$ cat src/rtl/demux_1to2_stream_if.sv
// Handshake bundle for the 1-to-2 stream demultiplexer: one input stream,
// two output streams (A, B) and their transfer counters.
interface demux_1to2_stream_if #(
    parameter int unsigned WIDTH     = 8,
    parameter int unsigned CNT_WIDTH = 8
) ();

    logic [WIDTH-1:0]     in_data;
    logic                 select;
    logic                 in_valid;
    logic                 in_ready;

    logic [WIDTH-1:0]     a_data;
    logic                 a_valid;
    logic                 a_ready;

    logic [WIDTH-1:0]     b_data;
    logic                 b_valid;
    logic                 b_ready;

    logic [CNT_WIDTH-1:0] a_count;
    logic [CNT_WIDTH-1:0] b_count;
    logic                 cnt_clear;

    // Producer/consumer side (drives the input stream and the output readies).
    modport master (
        output in_data, select, in_valid, a_ready, b_ready, cnt_clear,
        input  in_ready, a_data, a_valid, b_data, b_valid, a_count, b_count
    );

    // Demultiplexer side.
    modport slave (
        input  in_data, select, in_valid, a_ready, b_ready, cnt_clear,
        output in_ready, a_data, a_valid, b_data, b_valid, a_count, b_count
    );

endinterface

$ cat src/rtl/demux_1to2_stream.sv
// Registered 1-to-2 stream demultiplexer: select=1 steers a beat to A, select=0
// to B; each side has a one-entry holding register and a transfer counter.
module demux_1to2_stream #(
    parameter int unsigned WIDTH     = 8,
    parameter int unsigned CNT_WIDTH = 8
) (
    input  logic                 clk,
    input  logic                 rst_n,
    demux_1to2_stream_if.slave   bus
);

    typedef enum logic {
        ST_EMPTY = 1'b0,
        ST_FULL  = 1'b1
    } side_state_e;

    side_state_e          a_state_q, a_state_d;
    side_state_e          b_state_q, b_state_d;
    logic [WIDTH-1:0]     a_data_q,  a_data_d;
    logic [WIDTH-1:0]     b_data_q,  b_data_d;
    logic [CNT_WIDTH-1:0] a_count_q, a_count_d;
    logic [CNT_WIDTH-1:0] b_count_q, b_count_d;

    logic a_full_c, b_full_c;
    logic a_fire_c, b_fire_c;
    logic a_load_c, b_load_c;
    logic in_ready_c, in_fire_c;

    // Handshake decode; readiness looks only at the addressed side.
    always_comb begin
        a_full_c   = (a_state_q == ST_FULL);
        b_full_c   = (b_state_q == ST_FULL);
        a_fire_c   = a_full_c && bus.a_ready;
        b_fire_c   = b_full_c && bus.b_ready;
        in_ready_c = bus.select ? (!a_full_c || bus.a_ready)
                                : (!b_full_c || bus.b_ready);
        in_fire_c  = bus.in_valid && in_ready_c;
        a_load_c   = in_fire_c &&  bus.select;
        b_load_c   = in_fire_c && !bus.select;
    end

    // Side A next state: a load while draining keeps FULL with no bubble.
    always_comb begin
        a_state_d = a_state_q;
        a_data_d  = a_data_q;
        case (a_state_q)
            ST_EMPTY: begin
                if (a_load_c) begin
                    a_state_d = ST_FULL;
                    a_data_d  = bus.in_data;
                end
            end
            ST_FULL: begin
                if (a_load_c) begin
                    a_data_d  = bus.in_data;
                end else if (a_fire_c) begin
                    a_state_d = ST_EMPTY;
                end
            end
            default: a_state_d = ST_EMPTY;
        endcase
    end

    // Side B next state, mirror of side A.
    always_comb begin
        b_state_d = b_state_q;
        b_data_d  = b_data_q;
        case (b_state_q)
            ST_EMPTY: begin
                if (b_load_c) begin
                    b_state_d = ST_FULL;
                    b_data_d  = bus.in_data;
                end
            end
            ST_FULL: begin
                if (b_load_c) begin
                    b_data_d  = bus.in_data;
                end else if (b_fire_c) begin
                    b_state_d = ST_EMPTY;
                end
            end
            default: b_state_d = ST_EMPTY;
        endcase
    end

    // Transfer counters; clear wins over a same-cycle increment.
    always_comb begin
        a_count_d = a_count_q;
        b_count_d = b_count_q;
        if (bus.cnt_clear) begin
            a_count_d = '0;
            b_count_d = '0;
        end else begin
            if (a_fire_c) a_count_d = a_count_q + CNT_WIDTH'(1);
            if (b_fire_c) b_count_d = b_count_q + CNT_WIDTH'(1);
        end
    end

    always_ff @(posedge clk or negedge rst_n) begin
        if (!rst_n) begin
            a_state_q <= ST_EMPTY;
            b_state_q <= ST_EMPTY;
            a_data_q  <= '0;
            b_data_q  <= '0;
            a_count_q <= '0;
            b_count_q <= '0;
        end else begin
            a_state_q <= a_state_d;
            b_state_q <= b_state_d;
            a_data_q  <= a_data_d;
            b_data_q  <= b_data_d;
            a_count_q <= a_count_d;
            b_count_q <= b_count_d;
        end
    end

    assign bus.in_ready = in_ready_c;
    assign bus.a_valid  = (a_state_q == ST_FULL);
    assign bus.b_valid  = (b_state_q == ST_FULL);
    assign bus.a_data   = a_data_q;
    assign bus.b_data   = b_data_q;
    assign bus.a_count  = a_count_q;
    assign bus.b_count  = b_count_q;

endmodule

$ cat src/flat_wrapper.sv
// flat-port wrapper written by rule: the top's interface ports become plain ports
module demux_1to2_stream_flat 
#(
    parameter int unsigned WIDTH     = 8,
    parameter int unsigned CNT_WIDTH = 8
)
  (clk, rst_n, bus_in_data, bus_select, bus_in_valid, bus_a_ready, bus_b_ready, bus_cnt_clear, bus_in_ready, bus_a_data, bus_a_valid, bus_b_data, bus_b_valid, bus_a_count, bus_b_count);
  demux_1to2_stream_if #(.WIDTH(WIDTH), .CNT_WIDTH(CNT_WIDTH)) bus_i ();
  input  logic clk;
  input  logic rst_n;
  input wire logic [$bits(bus_i.in_data)-1:0] bus_in_data;
  input wire logic [$bits(bus_i.select)-1:0] bus_select;
  input wire logic [$bits(bus_i.in_valid)-1:0] bus_in_valid;
  input wire logic [$bits(bus_i.a_ready)-1:0] bus_a_ready;
  input wire logic [$bits(bus_i.b_ready)-1:0] bus_b_ready;
  input wire logic [$bits(bus_i.cnt_clear)-1:0] bus_cnt_clear;
  output wire logic [$bits(bus_i.in_ready)-1:0] bus_in_ready;
  output wire logic [$bits(bus_i.a_data)-1:0] bus_a_data;
  output wire logic [$bits(bus_i.a_valid)-1:0] bus_a_valid;
  output wire logic [$bits(bus_i.b_data)-1:0] bus_b_data;
  output wire logic [$bits(bus_i.b_valid)-1:0] bus_b_valid;
  output wire logic [$bits(bus_i.a_count)-1:0] bus_a_count;
  output wire logic [$bits(bus_i.b_count)-1:0] bus_b_count;
  assign bus_i.in_data = bus_in_data;
  assign bus_i.select = bus_select;
  assign bus_i.in_valid = bus_in_valid;
  assign bus_i.a_ready = bus_a_ready;
  assign bus_i.b_ready = bus_b_ready;
  assign bus_i.cnt_clear = bus_cnt_clear;
  assign bus_in_ready = bus_i.in_ready;
  assign bus_a_data = bus_i.a_data;
  assign bus_a_valid = bus_i.a_valid;
  assign bus_b_data = bus_i.b_data;
  assign bus_b_valid = bus_i.b_valid;
  assign bus_a_count = bus_i.a_count;
  assign bus_b_count = bus_i.b_count;
  demux_1to2_stream #(.WIDTH(WIDTH), .CNT_WIDTH(CNT_WIDTH)) u_core (.clk(clk), .rst_n(rst_n), .bus(bus_i));
endmodule
$ cat config.mk
export PLATFORM = sky130hd
export DESIGN_NAME = demux_1to2_stream_flat
export DESIGN_NICKNAME = d
export VERILOG_FILES = /design/src/rtl/demux_1to2_stream_if.sv /design/src/rtl/demux_1to2_stream.sv /design/src/flat_wrapper.sv
export SDC_FILE = /design/constraint.sdc
export NUM_CORES = 1
export LEC_CHECK = 0
export BUFFER_PORTS_ARGS = -buffer_cell sky130_fd_sc_hd__buf_2
export CAP_MARGIN = 20
export CORE_AREA = 3 3 65 67
export CTS_BUF_LIST = sky130_fd_sc_hd__clkbuf_2
export CTS_CLUSTER_SIZE = 20
export DETAILED_ROUTE_END_ITERATION = 6
export DIE_AREA = 0 0 68 70
export MAX_ROUTING_LAYER = met4
export PLACE_DENSITY = 0.69
export SLEW_MARGIN = 20
export SYNTH_ARGS = -nofsm -noshare
export SYNTH_HDL_FRONTEND = slang
export SYNTH_SLANG_ARGS = --single-unit
$ cat constraint.sdc
create_clock -name clk -period 1.7 [get_ports clk]
set_input_delay 0 -clock clk [delete_from_list [all_inputs] [get_ports clk]]
set_output_delay 0 -clock clk [all_outputs]
set_load 0.02 [all_outputs]
Word-level counts from Yosys, hierarchy flattened. Index checks and enable logic that the tools add are counted.

Bits in registers: 34. Output and inout port bits: 35. Logic and storage cells: 37.

$add $sub $neg: 2. Mux-type cells: 15. Bitwise logic cells: 2. Reductions and logical operators: 12.

Operator list (number): 8-bit two-way mux (6); 8-bit by 1-bit adder with 8-bit output, second input constant (2); 1-bit two-way mux (7); 1-bit logical AND (5); 1-bit case mux with 2 select lines (2); 2-bit nonzero test (2); 1-bit logical NOT (3); 1-bit logical OR (2); 1-bit NOT (2).

Longest topological paths before layout. Gate-level depths: netlist of the first run.

Word-level depth: 7. Gate-level depth with buffers: 4.

Least setup slack after synthesis of the first run. No wires, ideal clock.

Kind: register to register. From: register u_core.b_state_q (netlist: u_core.bus.b_valid). To: register u_core.b_data_q[0] (netlist: u_core.bus.b_data[0]). Library setup time: 125 ps. Arrival: 1318 ps. Required time: 1575 ps. Slack: 257 ps. Cell stages (with the launch flop): 4. Period minus slack after synthesis: 1443 ps. Cell sequence: dfrtp_1 -> nand2b_1 -> nor3b_4 -> mux2_2.

Word-level cells in the longest chain between the ends: 5.

Ends and longest elaborated chain: start: declaration (line demux_1to2_stream.sv:18) `side_state_e b_state_q, b_state_d;`; start signal: assignment (line demux_1to2_stream.sv:109) `b_state_q <= b_state_d;`; 1-bit logical NOT (line demux_1to2_stream.sv:36) `: (!b_full_c || bus.b_ready);`; 1-bit logical OR (line demux_1to2_stream.sv:36); 1-bit two-way mux (line demux_1to2_stream.sv:35) `in_ready_c = bus.select ? (!a_full_c || bus.a_ready)`; 1-bit logical AND (line demux_1to2_stream.sv:37) `in_fire_c = bus.in_valid && in_ready_c;`; 1-bit logical AND (line demux_1to2_stream.sv:39) `b_load_c = in_fire_c && !bus.select;`; end signal: assignment (line demux_1to2_stream.sv:111) `b_data_q <= b_data_d;`; end: declaration (line demux_1to2_stream.sv:20) `logic [WIDTH-1:0] b_data_q, b_data_d;`.

No other way between the ends. A chain may end at the register's enable or synchronous reset.

Worst setup path after layout of the first run.
From: register u_core.b_state_q (netlist: u_core.bus.b_valid). To: register u_core.b_data_q[3] (netlist: u_core.bus.b_data[3]).

Same word-level chain as after synthesis.

==> run summary, run 1 <==
========================================================================================
Die footprint                                                                0.00476 mm²
Max-Slew Margin vs Limit                                                           50.2%
R2r setup slk                                                                     210 ps
Cell area after technology mapping                                           0.00147 mm²
Post-Syn Instances                                                                   124
CTS Buffer Depth                                                                       2
F_max                                                                            672 MHz
Half-perimeter wire length of the detailed placement result                      2480 µm
Fraction of layout cells with a size suffix above 1                                40.4%
Detailed Route WL                                                                3350 µm
Global placement routability congestion                                            0.671
Ports                                                                                 50
Arrival time of data at the critical path endpoint                               1760 ps
Kind of launch point of the worst setup path                                   flip-flop
Width of the die                                                                   68 µm
Num CTS Buffers                                                                        5
Total negative setup slack                                                          0 ps
Total overflow reported by the global router                                           0
Clock transition at path regs                                                     160 ps
Cell variety after synth                                                              22
Vias in the first global route                                                      1252
Worst min path class                                                        input pin to async pin
Violation count after the first detailed-route iteration                              46
Setup repair after global routing missed its margin                                   no
Max stage delay cell, worst path                                            sky130_fd_sc_hd__dfrtp_1
Max-capacitance violation count                                                        0
Number of vias per cell after detailed routing                                      5.12
Sort of element at the end of the critical path                                flip-flop
Number of search-and-repair iterations in the first detailed-routing pass              4
Via count                                                                           1234
Initial cell density of the core                                                   40.0%
Number of placement rows                                                              22
Global-route wire length before repair                                           5610 µm
DP Cell Count                                                                        219
Ratio of total power to cell area                                             855 mW/mm²
Result of the run                                                           finished, final reports clean
CTS sink count                                                                        34
Root buffer cell                                                            sky130_fd_sc_hd__clkbuf_2
Cell Count, Final, Fillers Out                                                       241
Worst vdd rail ir drop                                                            569 µV
Final cycle utilization of the critical path                                       87.6%
Synth Net Count                                                                      141
Area growth from synthesis to final layout                                         32.5%
H-tree depth                                                                           2
Total routing usage reported by global routing                                     16.0%
Maximum fanout along the worst path                                                    8
Critical path, cell by cell                                                 nand2b_1 -> nor3b_4 -> mux2_2
Final routed wire length divided by cell count                                   13.9 µm
Number of buffers added on ports                                                      49
Die height                                                                         70 µm
Top metal layer carrying routed signals                                             met4
Most common cell after layout, fill and taps aside                          sky130_fd_sc_hd__buf_2
Core region area                                                             0.00369 mm²
Worst path max stage delay                                                        460 ps
Syn. warnings                                                                          0
Pin count of the biggest net entering global routing                                  35
Total power draw                                                                 1670 µW
Actual transition at the worst max-transition pin                                 747 ps
Time the final worst path needs with I/O delays and setup                        1490 ps
DRT antenna net count                                                                  0
Clock tree skew after final layout                                               12.1 ps
Residual DRC count                                                                     0
Number of endpoints failing setup at the final stage                                   0
Avg Cell Area, Syn                                                              11.9 µm²
Hold Fails Final Rpt                                                                   0
Final slew viol count                                                                  0
Yosys reg bits                                                                        34
P_leak                                                                       0.000916 µW
Category of the critical setup timing path                                  flip-flop to flip-flop
# nets final                                                                         209
Antenna violations before repair                                                       0
TritonCTS clock tree                                                                 yes
DR WL met3                                                                        237 µm
Detailed-routing wirelength on met1                                              1330 µm
Detail Route met2 WL                                                             1750 µm
Clock latency at the later pin of the worst-skew pair                             370 ps
Antenna diode count                                                                    0
Register area share after synthesis                                                57.7%
Leading cell types in the layout, fill and taps excluded                    sky130_fd_sc_hd__buf_2, sky130_fd_sc_hd__dfrtp_1, sky130_fd_sc_hd__mux2_2, sky130_fd_sc_hd__dlygate4sd3_1, sky130_fd_sc_hd__a21oi_1
Required time worst endpoint                                                     1980 ps
========================================================================================
==> final timing paths <==
check                                      from                    end  depth (start not counted)
setup / recovery             u_core.bus.b_valid   u_core.bus.b_data[3]                          3
hold / removal                            rst_n   u_core.bus.b_data[5]                          2
min in group clk                 bus_in_data[0]   u_core.bus.b_data[0]                          3
setup reg to reg             u_core.bus.b_valid   u_core.bus.b_data[3]                          3
hold reg to reg            u_core.bus.a_data[7]   u_core.bus.a_data[7]                          1
max in group asynchronous                 rst_n  u_core.bus.b_count[6]                          2
==> where the power goes <==
part           switching, µW  internal, µW
Clock                    256           101
Combinational            214           161
Sequential              51.2           888
Total                    521          1150
==> synthesized netlist by cell type <==
master | number | area, µm²
sky130_fd_sc_hd__mux2_2 | 17 | 191
sky130_fd_sc_hd__nand4_1 | 4 | 25.0
sky130_fd_sc_hd__nand2_1 | 6 | 22.5
sky130_fd_sc_hd__nor2_1 | 4 | 15.0
sky130_fd_sc_hd__nand2_2 | 2 | 12.5
sky130_fd_sc_hd__or4_1 | 4 | 30.0
sky130_fd_sc_hd__nor3b_4 | 1 | 18.8
sky130_fd_sc_hd__and3_2 | 1 | 7.51
sky130_fd_sc_hd__ha_1 | 2 | 25.0
sky130_fd_sc_hd__dfrtp_1 | 34 | 851
sky130_fd_sc_hd__xnor2_1 | 1 | 8.76
sky130_fd_sc_hd__nand2b_1 | 2 | 12.5
sky130_fd_sc_hd__inv_1 | 3 | 11.3
sky130_fd_sc_hd__buf_2 | 1 | 5.00
sky130_fd_sc_hd__a21oi_1 | 12 | 60.1
sky130_fd_sc_hd__o21ai_0 | 7 | 35.0
sky130_fd_sc_hd__or3_1 | 6 | 37.5
sky130_fd_sc_hd__nor2b_1 | 1 | 6.26
sky130_fd_sc_hd__nand3_1 | 7 | 35.0
sky130_fd_sc_hd__xor2_1 | 3 | 26.3
sky130_fd_sc_hd__o31ai_1 | 4 | 30.0
sky130_fd_sc_hd__clkbuf_1 | 2 | 7.51
==> registers in the layout (all words and copies together), names as in the netlist <==
name / count
u_core.bus.b_count: 8
u_core.bus.b_data: 8
u_core.bus.a_data: 8
u_core.bus.a_count: 8
u_core.bus.b_valid: 1
u_core.bus.a_valid: 1
==> through the flow <==
step           utilization, %  hold slack (ps)  area, µm²  worst slack [ps]
6_report                 53.0              218       1950               211
5_1_grt                  53.0              238       1950               103
3_5_place_dp             48.1              108       1770               177
4_1_cts                  53.0              215       1950               168
2_1_floorplan               -             -296       1470               257
3_3_place_gp             48.1             93.9       1770               252
==> area by class of cell <==
cell class                 instances  area [µm²]
inverter                           3        11.3
clock inverter                     2        8.76
fill                             340        1740
multi-input combinational         84         599
timing repair buffer              64         393
tap                               48        60.1
sequential                        34         851
clock buffer                       6        30.0
==> timing repair <==
item                      CTS  global route
resized for setup           0             0
setup buffers               0             0
hold endpoints to repair   68             0
hold buffers               14             0
==> worst max-delay path: cells and delay by family, from the launching register on <==
kind | cells | cell delay [ps]
AND/OR/NAND/NOR | 2 | 550
flip-flops | 1 | 460
multiplexers | 1 | 400
==> cell families (layout without fill, tap and decap cells) <==
logic type / Yosys count / in the layout / synth area share, %
muxes: 17 / 17 / 13.0
DFF: 34 / 34 / 57.7
xor gates and xnor gates: 4 / 4 / 2.38
AOI/OAI and AO/OA: 23 / 23 / 8.49
and+or+nand+nor: 38 / 38 / 15.1
buffers and inverters: 6 / 75 / 1.61
adders and majority gates: 2 / 2 / 1.70
==> layer usage <==
metal / up-vias / track usage, %
li1: 585 / -
met1: 597 / 17.6
met2: 48 / 27.3
met3: 4 / 5.47
met4: 0 / 3.97
met5: - / -
Power figures use the tool's default switching activity.
==> run 2: changes to the inputs <==
- ABC_AREA: not set -> 1
- CORE_AREA: 3 3 65 67 -> 3 3 68 70
- DIE_AREA: 0 0 68 70 -> 0 0 71 73
- PLACE_DENSITY: 0.69 -> 0.67
==> run summary, run 2 <==
========================================================================================
Result of the run                                                           finished, final reports clean   unchanged
Kind of cell with the highest combined delay on the critical path           buffers and inverters   was simple AND/OR/NAND/NOR gates
Num CTS Buffers                                                                        5   unchanged
Fraction of layout cells with a size suffix above 1                                31.5%   was 40.4%
Core region area                                                             0.00403 mm²   was 0.00369 mm²
Max-capacitance violation count                                                        0   unchanged
Sort of element at the end of the critical path                                flip-flop   unchanged
Hold Crit Endpoint                                                          u_core.bus.b_data[7]
Total overflow reported by the global router                                           0   unchanged
P_leak                                                                        0.00113 µW   was 0.000916 µW
Hold path start                                                             bus_in_valid
Ranking of synthesized cells by area                                        sky130_fd_sc_hd__dfrtp_1, sky130_fd_sc_hd__nand2_1, sky130_fd_sc_hd__o21ai_2, sky130_fd_sc_hd__inv_1, sky130_fd_sc_hd__nor2_1   was sky130_fd_sc_hd__dfrtp_1, sky130_fd_sc_hd__mux2_2, sky130_fd_sc_hd__a21oi_1, sky130_fd_sc_hd__or3_1, sky130_fd_sc_hd__nand3_1
Cell depth of the worst flop-to-flop path                                              4   was 3
DRT antenna net count                                                                  0   unchanged
Area fraction in compound gates after synthesis                                    13.2%   was 8.49%
Avg Cell Area, Syn                                                              8.74 µm²   was 11.9 µm²
Detailed Route WL                                                                3470 µm   was 3350 µm
XOR/XNOR share of the synthesized area                                                0%   was 2.38%
CTS-repair resized insts                                                               0   unchanged
Arrival time of data at the critical path endpoint                               1950 ps   was 1760 ps
Critical path, cell by cell                                                 ha_1 -> nor2_1 -> a211oi_1 -> dlygate4sd3_1   was nand2b_1 -> nor3b_4 -> mux2_2
Cell type with the highest aggregate area in the netlist                    sky130_fd_sc_hd__dfrtp_1   unchanged
Adder-Cell Fraction of Synth Area                                                  1.56%   was 1.70%
Total negative setup slack                                                          0 ps   unchanged
Final cycle utilization of the critical path                                       95.3%   was 87.6%
Kind of launch point of the worst setup path                                   flip-flop   unchanged
Pin count of the biggest net entering global routing                                  35   unchanged
R2r setup slk                                                                      80 ps   was 210 ps
Post-synth top cells                                                        sky130_fd_sc_hd__nand2_1, sky130_fd_sc_hd__dfrtp_1, sky130_fd_sc_hd__inv_1   was sky130_fd_sc_hd__dfrtp_1, sky130_fd_sc_hd__mux2_2, sky130_fd_sc_hd__a21oi_1
Bufs and invs on worst path                                                            1   was 0
Area of all placed cells without fillers                                     0.00208 mm²   was 0.00195 mm²
Area fraction of the dominant cell type after synthesis                            52.9%   was 57.7%
Initial cell density of the core                                                   39.9%   was 40.0%
FFs w/ async S/R, synth                                                             100%   unchanged
Setup slack after layout                                                         80.4 ps   was 211 ps
Final core utilization                                                             51.7%   was 53.0%
Origin of the critical flop-to-flop path                                    u_core.bus.a_count[1]   was u_core.bus.b_valid
Hold Fails Final Rpt                                                                   0   unchanged
Vias in the first global route                                                      1327   was 1252
Worst min path class                                                        input pin to flip-flop   was input pin to async pin
Cells on Worst Hold Path                                                               3
Time the final worst path needs with I/O delays and setup                        1620 ps   was 1490 ps
Root buffer cell                                                            sky130_fd_sc_hd__clkbuf_2   unchanged
Required time worst endpoint                                                     2030 ps   was 1980 ps
Yosys reg bits                                                                        34   unchanged
Clock transition at path regs                                                     190 ps   was 160 ps
Width of the die                                                                   71 µm   was 68 µm
Leading cell types in the layout, fill and taps excluded                    sky130_fd_sc_hd__buf_2, sky130_fd_sc_hd__nand2_1, sky130_fd_sc_hd__dfrtp_1, sky130_fd_sc_hd__inv_1, sky130_fd_sc_hd__nor2_1   was sky130_fd_sc_hd__buf_2, sky130_fd_sc_hd__dfrtp_1, sky130_fd_sc_hd__mux2_2, sky130_fd_sc_hd__dlygate4sd3_1, sky130_fd_sc_hd__a21oi_1
Max stage delay cell, worst path                                            sky130_fd_sc_hd__dlygate4sd3_1   was sky130_fd_sc_hd__dfrtp_1
Max-Slew Margin vs Limit                                                           50.2%   about the same
Violation count after the first detailed-route iteration                              88   was 46
Syn. warnings                                                                          0   unchanged
Ratio of total power to cell area                                             888 mW/mm²   was 855 mW/mm²
Final slew viol count                                                                  0   unchanged
Half-perimeter wire length of the detailed placement result                      2380 µm   was 2480 µm
Count leader, synth                                                         sky130_fd_sc_hd__nand2_1   was sky130_fd_sc_hd__dfrtp_1
Most used flip-flop cell after synthesis                                    sky130_fd_sc_hd__dfrtp_1   unchanged
Post-Syn Instances                                                                   184   was 124
Via count                                                                           1380   was 1234
Cell variety after synth                                                              18   was 22
Worst vdd rail ir drop                                                            522 µV   was 569 µV
Actual transition at the worst max-transition pin                                 747 ps   about the same
Clock latency at the later pin of the worst-skew pair                             370 ps   about the same
Setup repair after global routing missed its margin                                   no   unchanged
Number of hold buffers added after CTS                                                13   was 14
Antenna violations before repair                                                       0   unchanged
Number of vias per cell after detailed routing                                      4.58   was 5.12
Global placement routability congestion                                            0.820   was 0.671
Global-route wire length before repair                                           5880 µm   was 5610 µm
Post-synthesis mux area share                                                         0%   was 13.0%
F_max                                                                            617 MHz   was 672 MHz
Ports                                                                                 50   unchanged
Maximum fanout along the worst path                                                    4   was 8
Post-CTS setup repair buffer count                                                     0   unchanged
Residual DRC count                                                                     0   unchanged
Worst path max stage delay                                                        600 ps   was 460 ps
H-tree depth                                                                           2   unchanged
Area growth from synthesis to final layout                                         29.6%   was 32.5%
Dominant combinational cell family by area after synthesis                  simple AND/OR/NAND/NOR gates   unchanged
Synth Net Count                                                                      201   was 141
Clock tree skew after final layout                                               27.5 ps   was 12.1 ps
# nets final                                                                         267   was 209
Number of search-and-repair iterations in the first detailed-routing pass              4   unchanged
Simple-Gate Fraction of Synth Area                                                 23.9%   was 15.1%
CTS sink count                                                                        34   unchanged
Capture point of the worst reg-to-reg path                                  u_core.bus.a_count[1]   was u_core.bus.b_data[3]
Number of endpoints failing setup at the final stage                                   0   unchanged
CTS Buffer Depth                                                                       2   unchanged
Number of buffers added on ports                                                      49   unchanged
Number of placement rows                                                              23   was 22
Antenna diode count                                                                    0   unchanged
Cell area after technology mapping                                           0.00161 mm²   was 0.00147 mm²
Category of the critical setup timing path                                  flip-flop to flip-flop   unchanged
EDFF count, synth                                                                      0   unchanged
Die footprint                                                                0.00518 mm²   was 0.00476 mm²
Placed Instance Area                                                         0.00189 mm²   was 0.00177 mm²
Final routed wire length divided by cell count                                   11.5 µm   was 13.9 µm
Register area share after synthesis                                                52.9%   was 57.7%
Most common cell after layout, fill and taps aside                          sky130_fd_sc_hd__buf_2   unchanged
Die height                                                                         73 µm   was 70 µm
Total routing usage reported by global routing                                     14.8%   was 16.0%
TritonCTS clock tree                                                                 yes   unchanged
Post-placement worst setup slack                                                  570 ps   was 177 ps
========================================================================================
[run 2: changes by cell type in the layout (fill, tap and decap cells not counted), moves of 5 or more]
cell / before / now
sky130_fd_sc_hd__o21ai_2: 0 / 16
sky130_fd_sc_hd__inv_1: 3 / 29
sky130_fd_sc_hd__o21ai_0: 7 / 2
sky130_fd_sc_hd__nand2_1: 6 / 46
sky130_fd_sc_hd__or3_1: 6 / 0
sky130_fd_sc_hd__mux2_2: 17 / 0
sky130_fd_sc_hd__nor2_1: 4 / 23
[run 2: per-layer routing]
layer | vias up | global-route usage, % | routed length [µm]
met1 | 618 | 18.5 | 1620
met2 | 44 | 23.9 | 1590
met3 | 7 | 3.31 | 210
met4 | 0 | 5.01 | 45
li1 | 711 | - | -
met5 | - | - | 0
[run 2: how the worst max path moves through the flow]
| stage | from | cells after the start | slack, ps | end |
|---|---|---|---|---|
| after CTS | u_core.bus.a_count[1] | 4 | 160 | u_core.bus.a_count[1] |
| after floorplan | u_core.bus.a_count[1] | 6 | 530 | u_core.bus.a_count[4] |
| after global routing | u_core.bus.a_count[1] | 4 | 40 | u_core.bus.a_count[1] |
| after global placement | u_core.bus.b_valid | 4 | 590 | u_core.bus.b_data[6] |
| final | u_core.bus.a_count[1] | 4 | 80 | u_core.bus.a_count[1] |
| after detailed placement | u_core.bus.a_count[1] | 6 | 570 | u_core.bus.a_count[6] |
[run 2: cell type report]
class,instances,area (µm²)
fillers,410,1950
flip-flops and latches,34,851
multi-input cells,118,621
repair buffers,62,375
inverters,29,109
well taps,50,62.6
clock buffers,7,35.0
clock inverters,1,30.0
[run 2: power by group]
group	total, µW	switching, µW	internal, µW
logic	388	244	144
registers	929	48.2	881
clock network	533	270	263
[run 2: cell families after synthesis]
| group | count (synthesis) |
|---|---|
| buf+inv | 32 |
| simple gates | 87 |
| flops | 34 |
| compound gates | 29 |
| fa+ha+maj | 2 |
[run 2: stage by stage]
| step | hold slack (ps) | total power (µW) | cells |
|---|---|---|---|
| 6_report | 59.9 | 1850 | 301 |
| 5_1_grt | 45.7 | 1960 | 301 |
| 4_1_cts | 47.0 | 1880 | 301 |
| 3_5_place_dp | 122 | 1310 | 280 |
| 3_3_place_gp | 123 | 1310 | 280 |
| 2_1_floorplan | -296 | 1180 | 184 |
[run 2: tightest hold or removal path, delay by kind of cell]
kind | cells | cell delay, ps
buffers and inverters | 1 | 130
AOI/OAI and AO/OA | 1 | 70
and+or+nand+nor | 1 | 210
